### config.mk
export PLATFORM = sky130hd
export DESIGN_NAME = int_ack_seq
export DESIGN_NICKNAME = d
export VERILOG_FILES = /design/src/rtl/int_ack_pkg.sv /design/src/rtl/ack_phase_counter.sv /design/src/rtl/int_ack_seq.sv
export SDC_FILE = /design/constraint.sdc
export NUM_CORES = 1
export LEC_CHECK = 0
export BUFFER_PORTS_ARGS = -buffer_cell sky130_fd_sc_hd__buf_2
export CAP_MARGIN = 20
export CORE_ASPECT_RATIO = 0.8
export CORE_MARGIN = 2
export CORE_UTILIZATION = 50
export DETAILED_ROUTE_END_ITERATION = 8
export PLACE_DENSITY = 0.78
export SYNTH_ARGS = -nofsm -noshare
export SYNTH_HDL_FRONTEND = slang
export SYNTH_SLANG_ARGS = --single-unit
### constraint.sdc
create_clock -name clk -period 2.2 [get_ports clk]
set_clock_uncertainty 0.1 [all_clocks]
set_input_delay 0.44 -clock clk [delete_from_list [all_inputs] [get_ports clk]]
set_output_delay 0.44 -clock clk [all_outputs]
set_load 0.02 [all_outputs]
### src/rtl/int_ack_pkg.sv
// Shared definitions for the interrupt-acknowledge sequencer: state encoding,
// vector range constants and the vector qualification helper.
package int_ack_pkg;

  typedef enum logic [4:0] {
    ST_IDLE = 5'b00001,
    ST_ACK1 = 5'b00010,
    ST_GAP  = 5'b00100,
    ST_ACK2 = 5'b01000,
    ST_HOLD = 5'b10000
  } ack_state_e;

  localparam logic [4:0] VEC_BASE     = 5'b00001;
  localparam logic [7:0] VEC_SPURIOUS = 8'h0F;

  // A PIC vector is genuine only when it falls in the 8-entry block at VEC_BASE.
  function automatic logic vec_is_valid(input logic [7:0] v);
    return (v[7:3] == VEC_BASE);
  endfunction

endpackage

### src/rtl/ack_phase_counter.sv
// 4-bit loadable down-counter that times the ACK1, GAP and ACK2 phases.
module ack_phase_counter (
  input  logic       clk,
  input  logic       rst_n,
  input  logic       load,
  input  logic [3:0] load_val,
  output logic       zero
);

  logic [3:0] cnt_r;

  // Load on phase entry, otherwise count down and park at zero.
  always_ff @(posedge clk or negedge rst_n) begin
    if (!rst_n) begin
      cnt_r <= 4'd0;
    end else if (load) begin
      cnt_r <= load_val;
    end else if (cnt_r != 4'd0) begin
      cnt_r <= cnt_r - 4'd1;
    end else begin
      cnt_r <= cnt_r;
    end
  end

  assign zero = (cnt_r == 4'd0);

endmodule

### src/rtl/int_ack_seq.sv
// Interrupt-acknowledge sequencer: runs the two-pulse INTA cycle into the PIC,
// captures the returned vector and offers it to the CPU over valid/ready.
module int_ack_seq
  import int_ack_pkg::*;
#(
  parameter int unsigned PULSE_LEN = 2,
  parameter int unsigned GAP_LEN   = 2
) (
  input  logic       clk,
  input  logic       rst_n,
  input  logic       intr,
  input  logic       if_en,
  input  logic       instr_boundary,
  input  logic [7:0] vec_in,
  input  logic       vec_ready,
  output logic       inta_n,
  output logic       lock_n,
  output logic [7:0] vec,
  output logic       vec_valid,
  output logic       spurious,
  output logic       busy
);

  localparam logic [3:0] PULSE_M1 = 4'(PULSE_LEN - 1);
  localparam logic [3:0] GAP_M1   = 4'(GAP_LEN - 1);

  ack_state_e state_r;
  ack_state_e state_nx_s;
  logic       cnt_load_s;
  logic [3:0] cnt_load_val_s;
  logic       cnt_zero_s;
  logic       capture_s;

  logic       inta_n_r;
  logic       lock_n_r;
  logic [7:0] vec_r;
  logic       vec_valid_r;
  logic       spurious_r;
  logic       busy_r;

  ack_phase_counter u_cnt (
    .clk      (clk),
    .rst_n    (rst_n),
    .load     (cnt_load_s),
    .load_val (cnt_load_val_s),
    .zero     (cnt_zero_s)
  );

  // State register.
  always_ff @(posedge clk or negedge rst_n) begin
    if (!rst_n) begin
      state_r <= ST_IDLE;
    end else begin
      state_r <= state_nx_s;
    end
  end

  // Next-state logic; once ACK1 is entered the sequence runs to HOLD regardless of inputs.
  always_comb begin
    state_nx_s     = state_r;
    cnt_load_s     = 1'b0;
    cnt_load_val_s = 4'd0;
    capture_s      = 1'b0;
    case (state_r)
      ST_IDLE: begin
        if (intr && if_en && instr_boundary) begin
          state_nx_s     = ST_ACK1;
          cnt_load_s     = 1'b1;
          cnt_load_val_s = PULSE_M1;
        end else begin
          state_nx_s = ST_IDLE;
        end
      end
      ST_ACK1: begin
        if (cnt_zero_s) begin
          state_nx_s     = ST_GAP;
          cnt_load_s     = 1'b1;
          cnt_load_val_s = GAP_M1;
        end else begin
          state_nx_s = ST_ACK1;
        end
      end
      ST_GAP: begin
        if (cnt_zero_s) begin
          state_nx_s     = ST_ACK2;
          cnt_load_s     = 1'b1;
          cnt_load_val_s = PULSE_M1;
        end else begin
          state_nx_s = ST_GAP;
        end
      end
      ST_ACK2: begin
        if (cnt_zero_s) begin
          state_nx_s = ST_HOLD;
          capture_s  = 1'b1;
        end else begin
          state_nx_s = ST_ACK2;
        end
      end
      ST_HOLD: begin
        if (vec_ready) begin
          state_nx_s = ST_IDLE;
        end else begin
          state_nx_s = ST_HOLD;
        end
      end
      default: begin
        state_nx_s = ST_IDLE;
      end
    endcase
  end

  // Strobes are decoded from the next state so they line up with the state they describe.
  always_ff @(posedge clk or negedge rst_n) begin
    if (!rst_n) begin
      inta_n_r    <= 1'b1;
      lock_n_r    <= 1'b1;
      vec_valid_r <= 1'b0;
      busy_r      <= 1'b0;
    end else begin
      inta_n_r    <= !((state_nx_s == ST_ACK1) || (state_nx_s == ST_ACK2));
      lock_n_r    <= (state_nx_s == ST_IDLE) || (state_nx_s == ST_HOLD);
      vec_valid_r <= (state_nx_s == ST_HOLD);
      busy_r      <= (state_nx_s != ST_IDLE);
    end
  end

  // Vector capture at the end of ACK2; out-of-range vectors are replaced by IR7.
  always_ff @(posedge clk or negedge rst_n) begin
    if (!rst_n) begin
      vec_r      <= 8'h00;
      spurious_r <= 1'b0;
    end else if (capture_s) begin
      vec_r      <= vec_is_valid(vec_in) ? vec_in : VEC_SPURIOUS;
      spurious_r <= !vec_is_valid(vec_in);
    end else begin
      vec_r      <= vec_r;
      spurious_r <= spurious_r;
    end
  end

  assign inta_n    = inta_n_r;
  assign lock_n    = lock_n_r;
  assign vec       = vec_r;
  assign vec_valid = vec_valid_r;
  assign spurious  = spurious_r;
  assign busy      = busy_r;

endmodule

==> results of run 1 <==
flip-flops by register name, indices dropped and copies added, names as in the netlist:
name	cells
busy	1
inta_n	1
lock_n	1
spurious	1
state_r	5
u_cnt.cnt_r	4
vec	8
vec_valid	1
power groups by stage:
stage / registers, mW / logic, mW / clock network (mW)
3_5_place_dp: 0.569 / 0.392 / 0
2_1_floorplan: 0.556 / 0.302 / 0
4_1_cts: 0.561 / 0.396 / 0.191
3_3_place_gp: 0.564 / 0.379 / 0
6_report: 0.560 / 0.391 / 0.181
5_1_grt: 0.574 / 0.448 / 0.205
layer usage:
| metal | GRT usage | up-vias | part of all wire |
|---|---|---|---|
| li1 | - | 383 | - |
| met4 | 0.02927 | 0 | 0 |
| met5 | 0 | - | 0 |
| met2 | 0.3048 | 14 | 0.50 |
| met1 | 0.2334 | 348 | 0.46 |
| met3 | 0.05158 | 0 | 0.041 |
stage by stage:
| stage | setup slack [ns] | std cells | util | hold WS (ns) |
|---|---|---|---|---|
| 2_1_floorplan | 0.5543 | 97 | - | 0.04441 |
| 3_3_place_gp | 0.5639 | 144 | 0.6208 | 0.3242 |
| 3_5_place_dp | 0.4433 | 144 | 0.6208 | 0.3278 |
| 4_1_cts | 0.4158 | 149 | 0.6396 | 0.2689 |
| 5_1_grt | 0.3061 | 149 | 0.6396 | 0.2743 |
| 6_report | 0.4293 | 149 | 0.6396 | 0.2806 |
worst reg2reg max path: cells and delay by family (launching register included):
family	cells	cell delay, ns
simple gates	2	0.51
flops	1	0.39
mux	1	0.35
fa+ha+maj	1	0.20
buf+inv	1	0.12
cell usage after synthesis (all sizes together), types with 2 or more instances:
cell type,n
dfrtp,19
nor2,11
nand2,9
o21ai,7
nor2b,6
and2,5
nor3,5
buf,3
dfstp,3
inv,3
nand3,3
ha,2
mux2i,2
nand2b,2
logic make-up (layout without fill, tap and decap cells):
| logic type | Yosys count | after routing | share of synthesized area |
|---|---|---|---|
| compound gates | 13 | 13 | 0.08671 |
| simple gates | 48 | 48 | 0.2791 |
| fa+ha+maj | 2 | 2 | 0.02375 |
| xor+xnor | 2 | 2 | 0.01663 |
| mux | 3 | 3 | 0.03325 |
| flops | 22 | 22 | 0.5261 |
| buf+inv | 7 | 35 | 0.03444 |
final timing paths:
path	endpoint	slack (ns)	depth (start not counted)
worst max-delay path	spurious$_DFFE_PN0P_	0.43	5
worst min-delay path	vec[2]$_DFFE_PN0P_	0.28	3
worst max register to register	spurious$_DFFE_PN0P_	0.43	5
worst min register to register	vec[3]$_DFFE_PN0P_	0.37	1
max in group asynchronous	lock_n$_DFF_PN1_	1.14	2
min in group asynchronous	spurious$_DFFE_PN0P_	0.51	2
final cells by class:
cell class	instances	area (sq um)
Fill cell	172	694.4
Clock buffer	4	26.28
Inverter	3	11.26
Sequential cell	22	554.3
Tap cell	24	30.03
Multi-Input combinational cell	68	462.9
Timing Repair Buffer	28	147.6
==> flow_metrics.tcl, run 1 <==
set metrics [dict create \
    relSlewSlack 0.6933 \
    clockBufferDepth 2 \
    syn2layout_area_growth_pct 16.98 \
    p_switching_mw 0.3901 \
    endpoint_kind "flip-flop" \
    design.core.area_sq_um 1927 \
    clk_pin_slew_ns 0.11 \
    synth_cells 97 \
    switching_share 0.3447 \
    avgSynthCellArea_sq_um 10.86 \
    max_stage_delay_ns 0.39 \
    arrival_ns 1.87 \
    crit_slowest_cell "dfrtp_1" \
    die_h_um 45.06 \
    p_clk_frac 0.160 \
    ys_seq_area_frac 0.5261 \
    hp-class "primary input to flip-flop" \
    drtIter0Drc 19 \
    crit_required_ns 2.30 \
    antenna_found_initial 0 \
    synth_seq_cells 22 \
    cp-start-kind "flip-flop" \
    fp.dieW_um 55.32 \
    grt_overflow 0 \
    synthTopCellsByArea "dfrtp_1 45%, dfstp_2 7.5%, nor2_1 3.9%" \
    place_area_sq_um 1196 \
    ir_worst_vdd_mv 0.5801 \
    wire_per_inst_um 12.69 \
    dieArea_sq_um 2492 \
    grt_max_degree 23 \
    rsz0062_at_grt "no" \
    ys.warnings.count 0 \
    final_cell_mix "26 x buf_2, 19 x dfrtp_1, 11 x nor2_1" \
    grt_first_pass_wirelength_um 3387 \
    antennaDiodeCount 0 \
    cts_root_buf "clkbuf_4" \
    critPathLaunch "u_cnt.cnt_r[0]$_DFFE_PN0P_" \
    setup_tns_ns 0 \
    clk_latency_ns 0.30 \
    drt.antenna.violating_nets 0 \
    cts_made_buffers 3 \
    hold_start "vec_in[2]" \
    h-tree-depth 1 \
    tightest_slew_ns 0.4600 \
    dr_total_vias 745 \
    cts_resized 0 \
    yosysTopAreaCell "dfrtp_1" \
    netlist.area_leader.share 0.4513 \
    pwr-share-comb 0.346 \
    fmax_mhz 564.7 \
    cts_tree "done" \
    avgViaCountPerCell 5.000 \
    nNetsFinal 142 \
    yosys.cell_types.count 37 \
    cts_setup_buffers 0 \
    finalPower_mw 1.132 \
    hpwl_um 1450 \
    ys.flop_type "dfrtp_1" \
    path_cells "inv_1, ha_1, nor3b_4, nand3_4, mux2_4" \
    min_period_ns 1.771 \
    holdBufCountCts 1 \
    crit_path_max_fanout 15 \
    cts_sinks 22 \
    wl_um 1891 \
    synth_edf_count 0 \
    sequentialPowerShare 0.495 \
    hold_violations 0 \
    grt.total_usage 0.1774 \
    setup_violations 0 \
    finalMaxSlewViolations 0 \
    num_io_pins 27 \
    numPortBuffers 26 \
    p_leak_nw 0.6141 \
    layout_commonest_cell "buf_2" \
    rows 14 \
    fin_crit_sh 0.8049 \
    p_int_mw 0.7416 \
    status "complete, no violations" \
    gp_congestion 0.7277 \
    path_class "flip-flop to flip-flop" \
    drc 0 \
    design_area_sq_um 1232 \
    power.density_nw_per_um2 918.2 \
    grt_pass1_vias 766 \
    maxCapViolCount 0 \
    r2r-start "u_cnt.cnt_r[0]$_DFFE_PN0P_" \
    drt-pass1-iter-count 3 \
    path_delay_family "simple AND/OR/NAND/NOR gates" \
    drive_gt1_frac 0.3760 \
    path_buf_inv 1 \
    async_flop_share 1.000 \
    synth_area_sq_um 1054 \
    initial_core_util 0.5468 \
    syn_nets 113 \
]
(Power assumes the default switching activity.)
==> run 2, diff against run 1 <==
--- a/config.mk
+++ b/config.mk
@@ -5,6 +5,7 @@
 export SDC_FILE = /design/constraint.sdc
 export NUM_CORES = 1
 export LEC_CHECK = 0
+export ABC_AREA = 1
 export BUFFER_PORTS_ARGS = -buffer_cell sky130_fd_sc_hd__buf_2
 export CAP_MARGIN = 20
 export CORE_ASPECT_RATIO = 0.8
==> constraint.sdc (replaced) <==
create_clock -name clk -period 1.7 [get_ports clk]
set_clock_uncertainty 0.1 [all_clocks]
set_input_delay 0.34 -clock clk [delete_from_list [all_inputs] [get_ports clk]]
set_output_delay 0.34 -clock clk [all_outputs]
set_load 0.02 [all_outputs]
==> run 2 against run 1 <==
Against the previous run:
- sequential cell count stayed put
- clock power rose by 120%
- global-route usage grew 0.85 points
- via count up 5.1%
- cell area up 1.5%
- first-iteration DRC count down 53%
- count of clock-buffer cells in the layout decreased by 1
- maximum frequency increased by 14%
- power rose by 42%
- largest cell class unchanged
- largest power group unchanged
==> flow_metrics.tcl, run 2 <==
set metrics [dict create \
    max_stage_delay_ns 0.39 \
    setup_tns_ns 0 \
    die_h_um 44.54 \
    crit_required_ns 1.80 \
    reg2reg_to "vec[0]$_DFFE_PN0P_" \
    maxCapViolCount 0 \
    final_cells 167 \
    hp-class "primary input to flip-flop" \
    cts_root_buf "clkbuf_4" \
    h-tree-depth 1 \
    antennaDiodeCount 0 \
    hold_start "vec_in[1]" \
    whs_endpoint "vec[1]$_DFFE_PN0P_" \
    path_cells "inv_1, ha_1, nand3_4, nor2_4, inv_1, nand2_1, nand2_1" \
    final_cell_mix "26 x buf_2, 19 x dfrtp_1, 18 x nand2_1" \
    path_buf_inv 2 \
    drt.antenna.violating_nets 0 \
    cts_tree "done" \
    crit_slowest_cell "dfrtp_1" \
    holdPathStages 3 \
    crit_path_max_fanout 9 \
    avgSynthCellArea_sq_um 9.172 \
    finalMaxSlewViolations 0 \
    design_area_sq_um 1251 \
    power.density_nw_per_um2 1286 \
    path_class "flip-flop to flip-flop" \
    clk_latency_ns 0.31 \
    hold_violations 0 \
    gr-usage-met2 0.3286 \
    avgViaCountPerCell 4.689 \
    grt.total_usage 0.1859 \
    async_flop_share 1.000 \
    rows 14 \
    ir_worst_vdd_mv 0.9496 \
    setup_violations 0 \
    dp.cells 162 \
    use_met1 0.2106 \
    synth_seq_cells 22 \
    reg2reg_depth 7 \
    initial_core_util 0.5380 \
    antenna_found_initial 0 \
    critPathLaunch "u_cnt.cnt_r[0]$_DFFE_PN0P_" \
    cp-start-kind "flip-flop" \
    cts_sinks 22 \
    synth.most_common_cell "dfrtp_1" \
    wire_per_inst_um 11.10 \
    synth_cells 112 \
    grt.busiest_layer "met2" \
    wl_um 1853 \
    relSlewSlack 0.6876 \
    seq_area_sq_um 554.3 \
    drc 0 \
    syn2layout_area_growth_pct 21.80 \
    rsz0062_at_grt "no" \
    grt_first_pass_wirelength_um 3208 \
    syn_nets 128 \
    synth_area_sq_um 1027 \
    tightest_slew_ns 0.4686 \
    fillers 165 \
    drtIter0Drc 9 \
    p_leak_nw 0.6835 \
    hold_ws_ns 0.1347 \
    synthTopCellsByArea "dfrtp_1 46%, dfstp_2 7.7%, nand2_1 6.6%" \
    fp.dieW_um 54.68 \
    gp_congestion 0.7777 \
    path_delay_family "simple AND/OR/NAND/NOR gates" \
    nNetsFinal 160 \
    synth_common_cells "19 x dfrtp_1, 18 x nand2_1, 17 x inv_1" \
    yosys.cell_types.count 25 \
    ys.warnings.count 0 \
    numPortBuffers 26 \
    drt-pass1-iter-count 4 \
    dr_total_vias 783 \
    ys_seq_area_frac 0.5396 \
    clk_pin_slew_ns 0.13 \
    largest_reg_flops 8 \
    use_met3 0.06081 \
    r2r_setup_slack_ns 0.15 \
    fin_crit_sh 0.9116 \
    arrival_ns 1.65 \
    drive_gt1_frac 0.3566 \
    fin_util 0.6553 \
    num_io_pins 27 \
    place_area_sq_um 1184 \
    min_period_ns 1.550 \
    multiInputGateArea_sq_um 391.6 \
    design.core.area_sq_um 1909 \
    synth_edf_count 0 \
    cts_made_buffers 3 \
    clockBufferDepth 2 \
    r2r-start "u_cnt.cnt_r[0]$_DFFE_PN0P_" \
    grt_pass1_vias 785 \
    hpwl_um 1452 \
    dieArea_sq_um 2435 \
    endpoint_kind "flip-flop" \
    netlist.area_leader.share 0.4629 \
    status "complete, no violations" \
    fmax_mhz 645.3 \
    ys.flop_type "dfrtp_1" \
    grt_overflow 0 \
    grt_max_degree 23 \
    yosysTopAreaCell "dfrtp_1" \
    layout_commonest_cell "buf_2" \
]
run 2: cell types whose count changed after synthesis, sizes merged, moves of 3 or more:
cell / change
inv: +17
nand2: +12
nor2: +9
nand3: +6
nor2b: -6
and2: -5
nor3: -4
nand4: +3
run 2: final cells by class:
type	instances	share of cell area
clock buffer	3	0.01800
timing repair buffer	28	0.1180
multi-input combinational	69	0.3130
clock inverter	1	0.02400
inverter	20	0.06000
tap	24	0.02400
sequential	22	0.4430
run 2: through the flow:
stage / power (mW) / setup slack (ns)
after floorplan: 1.097 / 0.3617
after global placement: 1.196 / 0.1906
after detailed placement: 1.214 / 0.1146
after CTS: 1.622 / 0.08445
after global routing: 1.719 / 0.01457
final: 1.609 / 0.1503
run 2: worst max-delay path by stage:
| stage | to | cells past startpoint |
|---|---|---|
| floorplan | lock_n$_DFF_PN1_ | 7 |
| global placement | vec[0]$_DFFE_PN0P_ | 7 |
| detailed placement | vec[0]$_DFFE_PN0P_ | 7 |
| CTS | vec[0]$_DFFE_PN0P_ | 7 |
| global route | vec[0]$_DFFE_PN0P_ | 7 |
| finish | vec[0]$_DFFE_PN0P_ | 7 |
run 2: logic make-up (layout without fill, tap and decap cells):
group           count (synthesis)  count (layout)  synth area share
simple gates                   58              58            0.2923
flops                          22              22            0.5396
buf+inv                        21              52           0.08404
compound gates                  6               6           0.03288
fa+ha+maj                       2               2           0.02436
xor+xnor                        2               2           0.01706
mux                             1               1          0.009745
run 2: worst register-to-register path, stage by stage, from the launching register on:
cell and delay, ns:
dfrtp_1 0.39, inv_1 0.13, ha_1 0.23, nand3_4 0.15, nor2_4 0.20, inv_1 0.11, nand2_1 0.07, nand2_1 0.06
run 2: routing by layer:
metal | wire, um | vias to the layer above
li1 | - | 403
met1 | 808 | 362
met2 | 959 | 14
met3 | 67 | 4
met4 | 17 | 0
met5 | 0 | -
run 2: what timing repair did:
item / in CTS / in global routing
setup endpoints to repair: 0 / 4
hold endpoints to repair: 19 / 0
gates resized for setup: 0 / 1
hold buffers: 1 / 0
setup buffers: 0 / 0
run 2: where the power goes:
group,internal (mW),leakage [nW],switching [mW]
registers,0.630,0.268,0.0459
clock network,0.238,0.0279,0.164
logic,0.213,0.388,0.319
